**src/rtl/bram_snapshot_writer.sv**
```systemverilog
// Arm/trigger snapshot capture of a sample stream into consecutive BRAM words.
// Optional SNAP_DECIM_EN adds a decim port: keep 1 of every (decim+1) valid samples.
module bram_snapshot_writer #(
    parameter int DATA_WIDTH  = 32,
    parameter int ADDR_WIDTH  = 10,
    parameter int DECIM_WIDTH = 8
) (
    input  logic                  clk,
    input  logic                  rst,
    input  logic [DATA_WIDTH-1:0] din,
    input  logic                  din_valid,
    input  logic                  arm,
    input  logic                  trigger,
    input  logic                  abort,
    input  logic [ADDR_WIDTH:0]   capture_len,
`ifdef SNAP_DECIM_EN
    input  logic [DECIM_WIDTH-1:0] decim,
`endif
    output logic [ADDR_WIDTH-1:0] bram_addr,
    output logic [DATA_WIDTH-1:0] bram_din,
    output logic                  bram_we,
    output logic                  busy,
    output logic                  done,
    output logic [ADDR_WIDTH:0]   words_written,
    output logic [1:0]            fsm_state
);

    // Handshake: din is consumed on any cycle din_valid=1; there is no back-pressure.
    typedef enum logic [1:0] {
        IDLE    = 2'd0,
        ARMED   = 2'd1,
        CAPTURE = 2'd2,
        DONE    = 2'd3
    } state_t;

    localparam logic [ADDR_WIDTH:0] DEPTH = {1'b1, {ADDR_WIDTH{1'b0}}};

    state_t                 state;
    logic [ADDR_WIDTH:0]    len_l;
    logic [ADDR_WIDTH:0]    eff_len;
    logic [ADDR_WIDTH:0]    ww_next;
    logic [DECIM_WIDTH-1:0] decim_in;
    logic [DECIM_WIDTH-1:0] decim_l;
    logic [DECIM_WIDTH-1:0] dcnt;
    logic                   take;

`ifdef SNAP_DECIM_EN
    assign decim_in = decim;
`else
    assign decim_in = '0;
`endif

    assign fsm_state = state;
    assign ww_next   = words_written + (ADDR_WIDTH+1)'(1);

    always_comb begin
        eff_len = capture_len;
        if (capture_len == '0 || capture_len > DEPTH) eff_len = DEPTH;
    end

    // Abort suppresses the write issued in the same cycle.
    always_comb begin
        take = 1'b0;
        if (!abort && din_valid) begin
            if (state == ARMED && trigger) take = 1'b1;
            else if (state == CAPTURE && dcnt == '0) take = 1'b1;
        end
    end

    always_ff @(posedge clk or posedge rst) begin
        if (rst) begin
            state         <= IDLE;
            bram_addr     <= '0;
            bram_din      <= '0;
            bram_we       <= 1'b0;
            busy          <= 1'b0;
            done          <= 1'b0;
            words_written <= '0;
            len_l         <= '0;
            decim_l       <= '0;
            dcnt          <= '0;
        end else begin
            bram_we <= take;
            if (take) begin
                bram_din      <= din;
                bram_addr     <= words_written[ADDR_WIDTH-1:0];
                words_written <= ww_next;
            end
            if (abort) begin
                state <= IDLE;
                busy  <= 1'b0;
                done  <= 1'b0;
            end else begin
                case (state)
                    IDLE, DONE: begin
                        if (arm) begin
                            state         <= ARMED;
                            busy          <= 1'b1;
                            done          <= 1'b0;
                            words_written <= '0;
                            len_l         <= eff_len;
                            decim_l       <= decim_in;
                        end
                    end
                    ARMED: begin
                        if (trigger) begin
                            dcnt <= (din_valid && decim_l != '0) ? DECIM_WIDTH'(1) : '0;
                            if (take && ww_next == len_l) begin
                                state <= DONE;
                                busy  <= 1'b0;
                                done  <= 1'b1;
                            end else begin
                                state <= CAPTURE;
                            end
                        end
                    end
                    CAPTURE: begin
                        if (din_valid) dcnt <= (dcnt == decim_l) ? '0 : dcnt + DECIM_WIDTH'(1);
                        // Last address written: stop here, pointer never wraps.
                        if (take && ww_next == len_l) begin
                            state <= DONE;
                            busy  <= 1'b0;
                            done  <= 1'b1;
                        end
                    end
                    default: state <= IDLE;
                endcase
            end
        end
    end

endmodule
```
**config.mk**
```make
export PLATFORM = sky130hd
export DESIGN_NAME = bram_snapshot_writer
export DESIGN_NICKNAME = d
export VERILOG_FILES = /design/src/rtl/bram_snapshot_writer.sv
export SDC_FILE = /design/constraint.sdc
export NUM_CORES = 1
export LEC_CHECK = 0
export ABC_AREA = 1
export CAP_MARGIN = 10
export CORE_MARGIN = 4
export CORE_UTILIZATION = 48
export DETAILED_ROUTE_END_ITERATION = 10
export GPL_ROUTABILITY_DRIVEN = 0
export HOLD_SLACK_MARGIN = 0.05
export PLACE_DENSITY = 0.83
export SKIP_CTS_REPAIR_TIMING = 1
export SLEW_MARGIN = 20
export SYNTH_ARGS = -nofsm -noshare
export SYNTH_HDL_FRONTEND = slang
export SYNTH_SLANG_ARGS = --single-unit
export TNS_END_PERCENT = 100
```
**constraint.sdc**
```tcl
create_clock -name clk -period 2.72 [get_ports clk]
set_clock_uncertainty 0.1 [all_clocks]
set_input_delay 0.272 -clock clk [delete_from_list [all_inputs] [get_ports clk]]
set_output_delay 0.272 -clock clk [all_outputs]
set_load 0.005 [all_outputs]
```
# After elaboration in Yosys (flattened, before gate mapping)

Cells that the tools add are included.

$lt $le $gt $ge: 1
Bitwise logic cells: 1
Reductions and logical operators: 15
Eq/ne operators: 9
Mux-type cells: 28
Add/subtract/negate cells: 2

Operators by type and width:

| kind                                                  | count |
|---|---|
| two-way mux 11 bit                                    | 5 |
| two-way mux 8 bit                                     | 3 |
| case mux 8 bit (2 select lines)                       | 1 |
| two-way mux 1 bit                                     | 12 |
| adder 11 x 1 -> 11 bit, second input constant         | 1 |
| equality test 11 bit                                  | 1 |
| greater-than comparator 11 bit, second input constant | 1 |
| logical NOT 11 bit                                    | 1 |
| adder 8 x 1 -> 8 bit, second input constant           | 1 |
| logical NOT 8 bit                                     | 1 |
| two-way mux 2 bit                                     | 4 |
| != test 3 bit, second input constant                  | 2 |
| case mux 1 bit (3 select lines)                       | 2 |
| case mux 2 bit (3 select lines)                       | 1 |
| AND reduction 3 bit                                   | 2 |
| equality test 2 bit, second input constant            | 2 |
| logical AND 1 bit                                     | 4 |
| != test 2 bit, second input constant                  | 2 |
| AND reduction 4 bit                                   | 1 |
| != test 3 x 2 -> 1 bit, second input constant         | 1 |
| equality test 2 x 1 -> 1 bit, second input constant   | 1 |
| logical NOT 2 bit                                     | 1 |
| AND reduction 2 bit                                   | 1 |
| nonzero test 2 bit                                    | 1 |
| 4 further kinds                                       | 4 |

Output and inout bits: 58
Input port bits: 49
Logic and storage cells: 65
Register bits after elaboration: 77

# Logic depth before layout (Yosys ltp)

Depth in word-level cells: 10
Gate-level depth with buffers: 16

# Least setup slack after synthesis

Ideal clock, no wire load.

Path type: register -> register
From: register words_written[0]
To: register state[0], in the netlist fsm_state[0]
Required time: 2503 ps
Stages on the path, launching flop included: 14
Arrival: 1636 ps
Clock period less this slack: 1853 ps
Path slack: 867 ps
Library setup time: 117 ps
Path through: dfrtp_1 > ha_1 > xnor2_1 > nand2_1 > nor2_2 > nand2_1 > nor2_1 > nand3_1 > nor2_2 > nand3_2 > nand2_2 > inv_2 > nand2_1 > nand2_1

Longest elaborated chain between the ends: 7

RTL lines:

| item                            | RTL line | RTL |
|---|---|---|
| start, declared                 | 24       | `output logic [ADDR_WIDTH:0] words_written,` |
| start signal, assigned          | 87       | `words_written <= ww_next;` |
| adder 11 x 1 -> 11 bit *        | 54       | `assign ww_next = words_written + (ADDR_WIDTH+1)'(1);` |
| equality test 11 bit *          | 108, 120 |  |
| logical AND 1 bit *             | 108, 120 |  |
| two-way mux 1 bit               | 108      | `if (take && ww_next == len_l) begin` |
| two-way mux 2 bit               | 106      | `if (trigger) begin` |
| case mux 2 bit (3 select lines) | 94       | `case (state)` |
| two-way mux 2 bit               | 89       | `if (abort) begin` |
| end signal, assigned            | 90       | `state <= IDLE;` |
| end signal, assigned            | 97       | `state <= ARMED;` |
| end signal, assigned            | 109      | `state <= DONE;` |
| end, declared                   | 38       | `state_t state;` |

Mark *: on every way between the ends. The rest lies on a longest branch, timed or not. The select of a mux whose other input is x is not followed.
A chain may end at the register's enable or synchronous reset.

# Final worst setup path

Same ends and word-level chain as after synthesis.

==> flow_metrics.tcl <==
set metrics [dict create \
    overflow 0 \
    ys_async_sr_fraction 1.00 \
    synthDistinctLibCells 33 \
    clock_latency_ns 0.36 \
    antenna_cells 0 \
    placed_cell_area_um2 4920 \
    nets 634 \
    max_freq_mhz 464 \
    timing.critical_path.buf_inv 1 \
    cts_max_level 3 \
    path_common_cell "nand2_1" \
    cts_sinks 77 \
    wl_per_cell_um 14.6 \
    netlist_top_cells_area "dfrtp_1, nand2_1, nand3_1" \
    hold_slack_ns 0.197 \
    clk_path_buf_depth 2 \
    critPathLaunchType "flip-flop" \
    finalNonFillerCells 683 \
    finalHoldViolCount 0 \
    core-area_um2 7410 \
    yosysWarnings 0 \
    crit_path_cell_trace "ha_1 -> nand2_4 -> nand2_1 -> nand2_1 -> nand2_1 -> nor2_2 -> nand2_1 -> nor2_1 -> nand3_1 -> nor2_2 -> nand3_2 -> nand2_2 -> inv_2 -> nand2_1 -> nand2_1" \
    cts_buffers 9 \
    drv_slew 0 \
    setup_slack_ns 0.563 \
    final.setup.tns_ns 0 \
    relSlewSlack 0.602 \
    synth.most_common_cell "nand2_1" \
    grt_pass1_wl_um 16700 \
    critical_path.top_delay_family "simple AND/OR/NAND/NOR gates" \
    syn-instance-count 469 \
    grt_usage 0.235 \
    die_area_um2 9230 \
    maxCapViolations 0 \
    cp-end-kind "flip-flop" \
    synth_area_per_cell_um2 7.94 \
    synth-edff-count 0 \
    setup_violations 0 \
    first_pass_iters 5 \
    synthToLayoutAreaGrowth_pct 37.9 \
    pre_cts_slack_ns 0.549 \
    min_period_ns 2.16 \
    cp.required_ns 2.87 \
    die_x_um 96.1 \
    dp_hpwl_um 7320 \
    hold_class "in2async" \
    drtIter0Drc 219 \
    io_pins 107 \
    yosys.area.top_type "dfrtp_1" \
    synthFlopType "dfrtp_1" \
    synthesis.nets 523 \
    powerDensity_nw_per_um2 952 \
    final_cell_area_um2 5130 \
    drive_above_1_share 0.0822 \
    initial_core_util 0.502 \
    grt_start_max_net_pins 61 \
    status "finished clean" \
    total_leakage_power_uw 0.00248 \
    die_height_um 96.1 \
    synth_top_area_share 0.518 \
    ys_ff_latch 77 \
    path_max_fanout 5 \
    dp_cells 668 \
    vias 3551 \
    cts_tree "yes" \
    ir_drop_mv 0.527 \
    numPortBuffers 106 \
    row_count 31 \
    tightestPinTransition_ns 0.595 \
    cts.reportedPaths.clkPinSlew_ns 0.08 \
    fin_crit_sh 0.793 \
    finalWirelength_um 9960 \
    cp_slowest_cell "dfrtp_1" \
    synthTopCellsByCount "nand2_1, dfrtp_1, inv_1" \
    drtAntennaViolNets 0 \
    ys_seq_area_frac 0.518 \
    critical_path_class "reg2reg" \
    arrival_ns 2.31 \
    first_global_vias 3590 \
    syn-cell-area_um2 3720 \
    n_fill_cell 587 \
    slowest_delay_ns 0.46 \
    vias_per_cell 5.20 \
    antenna_found_initial 0 \
    drc 0 \
    cts-root-buf "clkbuf_8" \
    rsz0062_at_grt "false" \
]
==> path summary, 6_finish.rpt <==
check                                       from      endpoint  slack (ns)  depth (start not counted)
worst max-delay path            words_written[0]  fsm_state[0]        0.56                         15
worst min-delay path                         rst       dcnt[6]        0.20                          2
worst max register to register  words_written[0]  fsm_state[0]        0.56                         15
worst min register to register      bram_din[30]  bram_din[30]        0.38                          2
max in group asynchronous                    rst  bram_din[18]        1.64                          3
min in group clk                         din[25]  bram_din[25]        0.34                          3
==> worst reg2reg max path, delay by kind of cell (launching register included) <==
kind                     cells  cell delay (ns)
buffers and inverters        1             0.04
adder cells (fa/ha/maj)      1             0.27
AND/OR/NAND/NOR             13             1.19
flip-flops                   1             0.46
==> cell usage in the layout (no fill, tap or decap), types with 2 or more instances in the layout <==
| cell type | count |
|---|---|
| clkdlybuf4s50_1 | 106 |
| nand2_1 | 174 |
| nand4_1 | 2 |
| nand3_1 | 39 |
| a211oi_1 | 2 |
| o22ai_1 | 2 |
| dfrtp_1 | 77 |
| nand3_2 | 2 |
| inv_1 | 44 |
| bufinv_16 | 2 |
| nand2_2 | 10 |
| ha_1 | 5 |
| inv_2 | 3 |
| o21a_1 | 4 |
| o21ai_0 | 35 |
| nor2_1 | 23 |
| nor4_1 | 2 |
| a31oi_1 | 2 |
| clkinvlp_4 | 2 |
| xor2_1 | 4 |
| clkbuf_8 | 9 |
| buf_4 | 6 |
| nor2_2 | 6 |
| a21oi_1 | 8 |
==> state kept, by name (all words and copies together), names as in the netlist <==
name and cells:
done 1, words_written 11, bram_we 1, dcnt 8
bram_din 32, bram_addr 10, busy 1, fsm_state 2
len_l 11
==> where the power goes <==
group / internal (uW) / leakage [uW] / switching, uW
registers: 1580 / 0.000998 / 319
clock network: 511 / 0.000101 / 438
logic: 1060 / 0.00138 / 985
total: 3150 / 0.00248 / 1740
==> through the flow <==
| stage | power, uW | utilization |
|---|---|---|
| 2_1_floorplan | 2850 | - |
| 4_1_cts | 4910 | 0.693 |
| 5_1_grt | 5260 | 0.693 |
| 6_report | 4890 | 0.693 |
| 3_5_place_dp | 3950 | 0.664 |
| 3_3_place_gp | 3860 | 0.664 |
==> layout make-up <==
class / count / area (um^2) / share of cell area
Clock buffer: 9 / 124 / 0.0241
Clock inverter: 6 / 88.8 / 0.0173
Inverter: 48 / 180 / 0.0351
Multi-Input combinational cell: 331 / 1560 / 0.305
Sequential cell: 77 / 1930 / 0.375
Tap cell: 99 / 124 / 0.0241
Timing Repair Buffer: 113 / 1130 / 0.219
==> cell families after synthesis <==
logic type / Yosys count / synth area share
compound gates: 58 / 0.0867
flops: 77 / 0.518
simple gates: 263 / 0.304
xor+xnor: 5 / 0.0118
buf+inv: 61 / 0.0629
fa+ha+maj: 5 / 0.0168
==> per-layer routing <==
layer / track usage / wire length, um
met3: 0.0586 / 741
met4: 0.0900 / 210
met2: 0.392 / 4870
met5: 0 / 0
met1: 0.294 / 4140
Power figures use the tool's default switching activity.
